File: src/rtl/usr_defs.sv
// Shared definitions for universal_shift_register: mode encodings, FSM states
// and the start-acceptance rule. Rotate modes are enabled by `define USR_ROTATE_EN.
package usr_defs;

    localparam logic [2:0] MODE_HOLD = 3'd0;
    localparam logic [2:0] MODE_LOAD = 3'd1;
    localparam logic [2:0] MODE_SHL  = 3'd2;
    localparam logic [2:0] MODE_SHR  = 3'd3;
    localparam logic [2:0] MODE_ASR  = 3'd4;
    localparam logic [2:0] MODE_ROL  = 3'd5;
    localparam logic [2:0] MODE_ROR  = 3'd6;
    localparam logic [2:0] MODE_CLR  = 3'd7;

    typedef enum logic {
        ST_IDLE = 1'b0,
        ST_RUN  = 1'b1
    } usr_state_t;

    // A multi-step run may only repeat a shifting/rotating mode.
    function automatic logic is_step_mode(input logic [2:0] m);
`ifdef USR_ROTATE_EN
        return (m >= MODE_SHL) && (m <= MODE_ROR);
`else
        return (m >= MODE_SHL) && (m <= MODE_ASR);
`endif
    endfunction

endpackage

File: src/rtl/usr_step_logic.sv
// Combinational single-step next-value function of the universal shift register.
// Rotate modes exist only when USR_ROTATE_EN is defined; otherwise they hold.
module usr_step_logic
    import usr_defs::*;
#(
    parameter int WIDTH = 8
) (
    input  logic [WIDTH-1:0] cur_val,
    input  logic [WIDTH-1:0] load_val,
    input  logic [2:0]       mode,
    input  logic             sin_l,
    input  logic             sin_r,
    output logic [WIDTH-1:0] next_val
);

    always_comb begin
        next_val = cur_val;
        case (mode)
            MODE_HOLD: next_val = cur_val;
            MODE_LOAD: next_val = load_val;
            MODE_SHL:  next_val = {cur_val[WIDTH-2:0], sin_r};
            MODE_SHR:  next_val = {sin_l, cur_val[WIDTH-1:1]};
            MODE_ASR:  next_val = {cur_val[WIDTH-1], cur_val[WIDTH-1:1]};
`ifdef USR_ROTATE_EN
            MODE_ROL:  next_val = {cur_val[WIDTH-2:0], cur_val[WIDTH-1]};
            MODE_ROR:  next_val = {cur_val[0], cur_val[WIDTH-1:1]};
`else
            MODE_ROL:  next_val = cur_val;
            MODE_ROR:  next_val = cur_val;
`endif
            MODE_CLR:  next_val = '0;
            default:   next_val = cur_val;
        endcase
    end

endmodule

File: src/rtl/universal_shift_register.sv
// WIDTH-bit universal shift register with single-step and multi-step (start/shamt)
// operation. Optional rotate modes via `define USR_ROTATE_EN.
module universal_shift_register
    import usr_defs::*;
#(
    parameter  int WIDTH = 8,
    localparam int CW    = $clog2(WIDTH + 1)
) (
    input  logic             clk,
    input  logic             reset,
    input  logic             en,
    input  logic             start,
    input  logic [2:0]       mode,
    input  logic [CW-1:0]    shamt,
    input  logic [WIDTH-1:0] d_in,
    input  logic             sin_l,
    input  logic             sin_r,
    output logic [WIDTH-1:0] d_out,
    output logic             sout_msb,
    output logic             sout_lsb,
    output logic             busy,
    output logic             done
);

    usr_state_t       state_reg;
    logic [2:0]       run_mode_reg;
    logic [CW-1:0]    count_reg;
    logic [CW-1:0]    count_next;
    logic [WIDTH-1:0] d_reg;
    logic [WIDTH-1:0] step_val;
    logic [2:0]       step_mode;
    logic             busy_reg;
    logic             done_reg;
    logic             start_ok;

    // One step engine serves both the IDLE en path and every RUN step.
    assign step_mode = (state_reg == ST_RUN) ? run_mode_reg : mode;

    usr_step_logic #(.WIDTH(WIDTH)) u_step (
        .cur_val  (d_reg),
        .load_val (d_in),
        .mode     (step_mode),
        .sin_l    (sin_l),
        .sin_r    (sin_r),
        .next_val (step_val)
    );

    assign start_ok   = start && is_step_mode(mode);
    assign count_next = (shamt > CW'(WIDTH)) ? CW'(WIDTH) : shamt;

    always_ff @(posedge clk or negedge reset) begin
        if (!reset) begin
            state_reg    <= ST_IDLE;
            run_mode_reg <= MODE_HOLD;
            count_reg    <= '0;
            d_reg        <= '0;
            busy_reg     <= 1'b0;
            done_reg     <= 1'b0;
        end else begin
            done_reg <= 1'b0;
            case (state_reg)
                ST_IDLE: begin
                    if (start_ok) begin
                        // Accepting a start performs no step on this edge.
                        run_mode_reg <= mode;
                        count_reg    <= count_next;
                        if (count_next == '0) begin
                            done_reg <= 1'b1;
                        end else begin
                            state_reg <= ST_RUN;
                            busy_reg  <= 1'b1;
                        end
                    end else if (en) begin
                        d_reg <= step_val;
                    end
                end
                ST_RUN: begin
                    d_reg     <= step_val;
                    count_reg <= count_reg - CW'(1);
                    if (count_reg == CW'(1)) begin
                        state_reg <= ST_IDLE;
                        busy_reg  <= 1'b0;
                        done_reg  <= 1'b1;
                    end
                end
                default: begin
                    state_reg <= ST_IDLE;
                    busy_reg  <= 1'b0;
                end
            endcase
        end
    end

    assign d_out    = d_reg;
    assign sout_msb = d_reg[WIDTH-1];
    assign sout_lsb = d_reg[0];
    assign busy     = busy_reg;
    assign done     = done_reg;

endmodule

File: config.mk
export PLATFORM = sky130hd
export DESIGN_NAME = universal_shift_register
export DESIGN_NICKNAME = d
export VERILOG_FILES = /design/src/rtl/usr_defs.sv /design/src/rtl/usr_step_logic.sv /design/src/rtl/universal_shift_register.sv
export SDC_FILE = /design/constraint.sdc
export NUM_CORES = 1
export LEC_CHECK = 0
export CELL_PAD_IN_SITES_DETAIL_PLACEMENT = 1
export CELL_PAD_IN_SITES_GLOBAL_PLACEMENT = 2
export CORE_MARGIN = 2
export CORE_UTILIZATION = 31
export DETAILED_ROUTE_END_ITERATION = 8
export PLACE_DENSITY = 0.91
export SYNTH_ARGS = -nofsm -noshare
export SYNTH_HDL_FRONTEND = slang
export SYNTH_SLANG_ARGS = --single-unit
File: constraint.sdc
create_clock -name clk -period 3.5 [get_ports clk]
set_input_delay 0.875 -clock clk [delete_from_list [all_inputs] [get_ports clk]]
set_output_delay 0.875 -clock clk [all_outputs]
set_load 0.02 [all_outputs]
==> out/metrics.cfg <==
[outcome]
status = finished clean

[sta]
setup-tns-final_ns = 0
fin_crit_sh_pct = 70.8
max_slew_margin_pct = 45.0
finalSetupViolations = 0
fin_worst_skew_ns = 0.00705
finalHoldViolations = 0
worst_slack_ns = 1.02
grt_setup_unrepaired = false
fmax_mhz = 404
drv_slew = 0
fin_crit_ns = 2.48
tightestPinTransition_ns = 0.823

[cts]
postCtsSetupRepairBufs = 0
cts_buffer_depth = 2
clock_sink_count = 18
numCtsBuffers = 3
cts_resized = 0
postCtsHoldBufs = 0
clock_latency_ns = 0.31
clkTransAtPathRegs_ns = 0.11
cts_tree = built
htree_levels = 1
cts_root_buf = clkbuf_4

[synth]
ys_types = 36
synth_area_sq_mm = 0.00109
yosysTopAreaCellShare_pct = 41.2
ys_warn_count = 0
synth_area_per_cell_sq_um = 10.9
synth_top_cell_by_area = dfrtp_1
syn_inst = 100
syn-num-nets = 123
ys_ff_latch = 18
ys_seq_area_share_pct = 41.2
synthTopCellsByArea = dfrtp_1, mux2i_1, a222oi_1, inv_1, mux2_2

[grt]
grt_usage_pct = 15.3
antenna_found_initial = 0
grt_pass1_wl_um = 4760
grt_pass1_vias = 1015
grt_overflow = 0
grt_max_degree = 19

[power]
total_power_uw = 1420
ir_worst_vdd_mv = 0.245
leakage_uw = 0.000624
power.density_mw_per_mm2 = 963

[drt]
post-route-drc-count = 0
wirelength_um = 2890
first_pass_iters = 7
drt_iter0_drc = 46
viasPerCell = 5.16
ant_nets = 0
vias = 919
routedWlPerCell_um = 16.2

[setup_path]
cp.required_ns = 3.71
cp_max_fo = 9
startpoint = mode[1]
cp_slowest_stage_delay_ns = 0.50
path_class = in2reg
arrival_ns = 2.68
rr_startpoint = state_reg$_DFF_PN0_
crit_slowest_cell = clkdlybuf4s50_1
end_kind = flop
startpoint_type = input pin
path_cells = clkdlybuf4s50_1, nor2b_1, o21ai_2, nor2_4, nor3_1, mux2_2

[floorplanning]
io_pins = 33
row_count = 21
die_w_um = 63.4
coreArea_sq_mm = 0.00336
start_util_pct = 32.5
fp.dieArea_sq_mm = 0.00402
die_y_um = 63.4

[place]
dp_hpwl_um = 2210
port_buffers = 32
dp_worst_setup_slack_ns = 0.697
place_area_sq_mm = 0.00144
globalplace.congestion = 0.706

[min_path]
min_from = busy$_DFFE_PN0P_
hp-class = reg2reg

[finish]
finalInstanceArea_sq_mm = 0.00148
largest_register_ff_count = 8
final_util_pct = 43.9
area_delta_synth_final_pct = 35.1
drive_gt1_share_pct = 15.2
n_antenna_cell = 0
fin_nets = 156

[run]
maxCapViolations = 0

[logic make-up (layout without fill, tap and decap cells)]
kind of cell / count (synthesis) / in the layout / synth area share, %
multiplexers: 14 / 14 / 15.2
XOR/XNOR: 3 / 3 / 3.09
flip-flops: 18 / 18 / 41.2
adder cells (fa/ha/maj): 2 / 2 / 2.29
AO/OA/AOI/OAI: 22 / 22 / 16.0
buffers and inverters: 13 / 45 / 5.83
AND/OR/NAND/NOR: 28 / 28 / 16.4
[power breakdown]
group | internal (uW) | switching, uW
combinational | 416 | 438
clock | 63.6 | 71.3
sequential | 312 | 122
total | 792 | 631
[Yosys cell counts (all sizes together)]
| library cell | n |
|---|---|
| a31oi | 1 |
| ha | 2 |
| a211oi | 2 |
| nand2 | 6 |
| nor2b | 1 |
| a21o | 2 |
| a222oi | 7 |
| buf | 3 |
| nor2 | 8 |
| o2bb2ai | 1 |
| nor4 | 1 |
| mux2 | 5 |
| o22ai | 1 |
| dfrtp | 18 |
| xor2 | 1 |
| o21ai | 4 |
| clkbuf | 1 |
| inv | 9 |
| mux2i | 9 |
| nor3b | 3 |
| nand2b | 2 |
| nor3 | 2 |
| or4b | 1 |
| xnor2 | 2 |
| or3 | 1 |
| nand3b | 1 |
| a21oi | 4 |
| nand3 | 2 |
[cell type report]
type	count	area [sq um]
Inverter	9	33.8
Fill cell	398	1890
Clock buffer	4	36.3
Sequential cell	18	450
Multi-Input combinational cell	69	579
Timing Repair Buffer	32	320
Tap cell	46	57.6
[cells in the final DEF, fill, tap and decap left out, types with 3 or more instances in the layout]
cell type,instances
a222oi_1,7
mux2i_1,8
inv_1,9
a21oi_1,4
dfrtp_1,18
mux2_2,3
clkdlybuf4s50_1,32
nand2_1,5
clkbuf_4,3
nor2_1,6
[worst paths after layout]
path / end / slack, ns / cells after the start
hold / removal: busy$_DFFE_PN0P_ / 0.51 / 1
min in group asynchronous: d_out[6]$_DFFE_PN0P_ / 1.03 / 1
setup reg to reg: d_out[4]$_DFFE_PN0P_ / 1.32 / 5
max in group asynchronous: run_mode_reg[1]$_DFFE_PN0P_ / 1.96 / 1
hold reg to reg: busy$_DFFE_PN0P_ / 0.51 / 1
setup / recovery: d_out[7]$_DFFE_PN0P_ / 1.02 / 6
[per-layer routing]
metal  routed length (um)  GRT usage [%]  part of all wire (%)  vias to the layer above
li1                     -              -                     -                      429
met1                 1250           18.3                    43                      465
met2                 1490           26.2                    51                       20
met3                   97           3.39                   3.4                        5
met4                   61           6.79                   2.1                        0
met5                    0              0                     0                        -
[metrics by stage]
stage	std cells	hold WS [ns]
2_1_floorplan	100	0.481
4_1_cts	178	0.531
5_1_grt	178	0.560
3_5_place_dp	174	0.490
6_report	178	0.510
3_3_place_gp	174	0.472
[worst max-delay path: cells and delay by family]
kind | cells | cell delay (ns)
AND/OR/NAND/NOR | 3 | 0.58
buffers and inverters | 1 | 0.50
multiplexers | 1 | 0.37
AO/OA/AOI/OAI | 1 | 0.36
(Power assumes the default switching activity.)
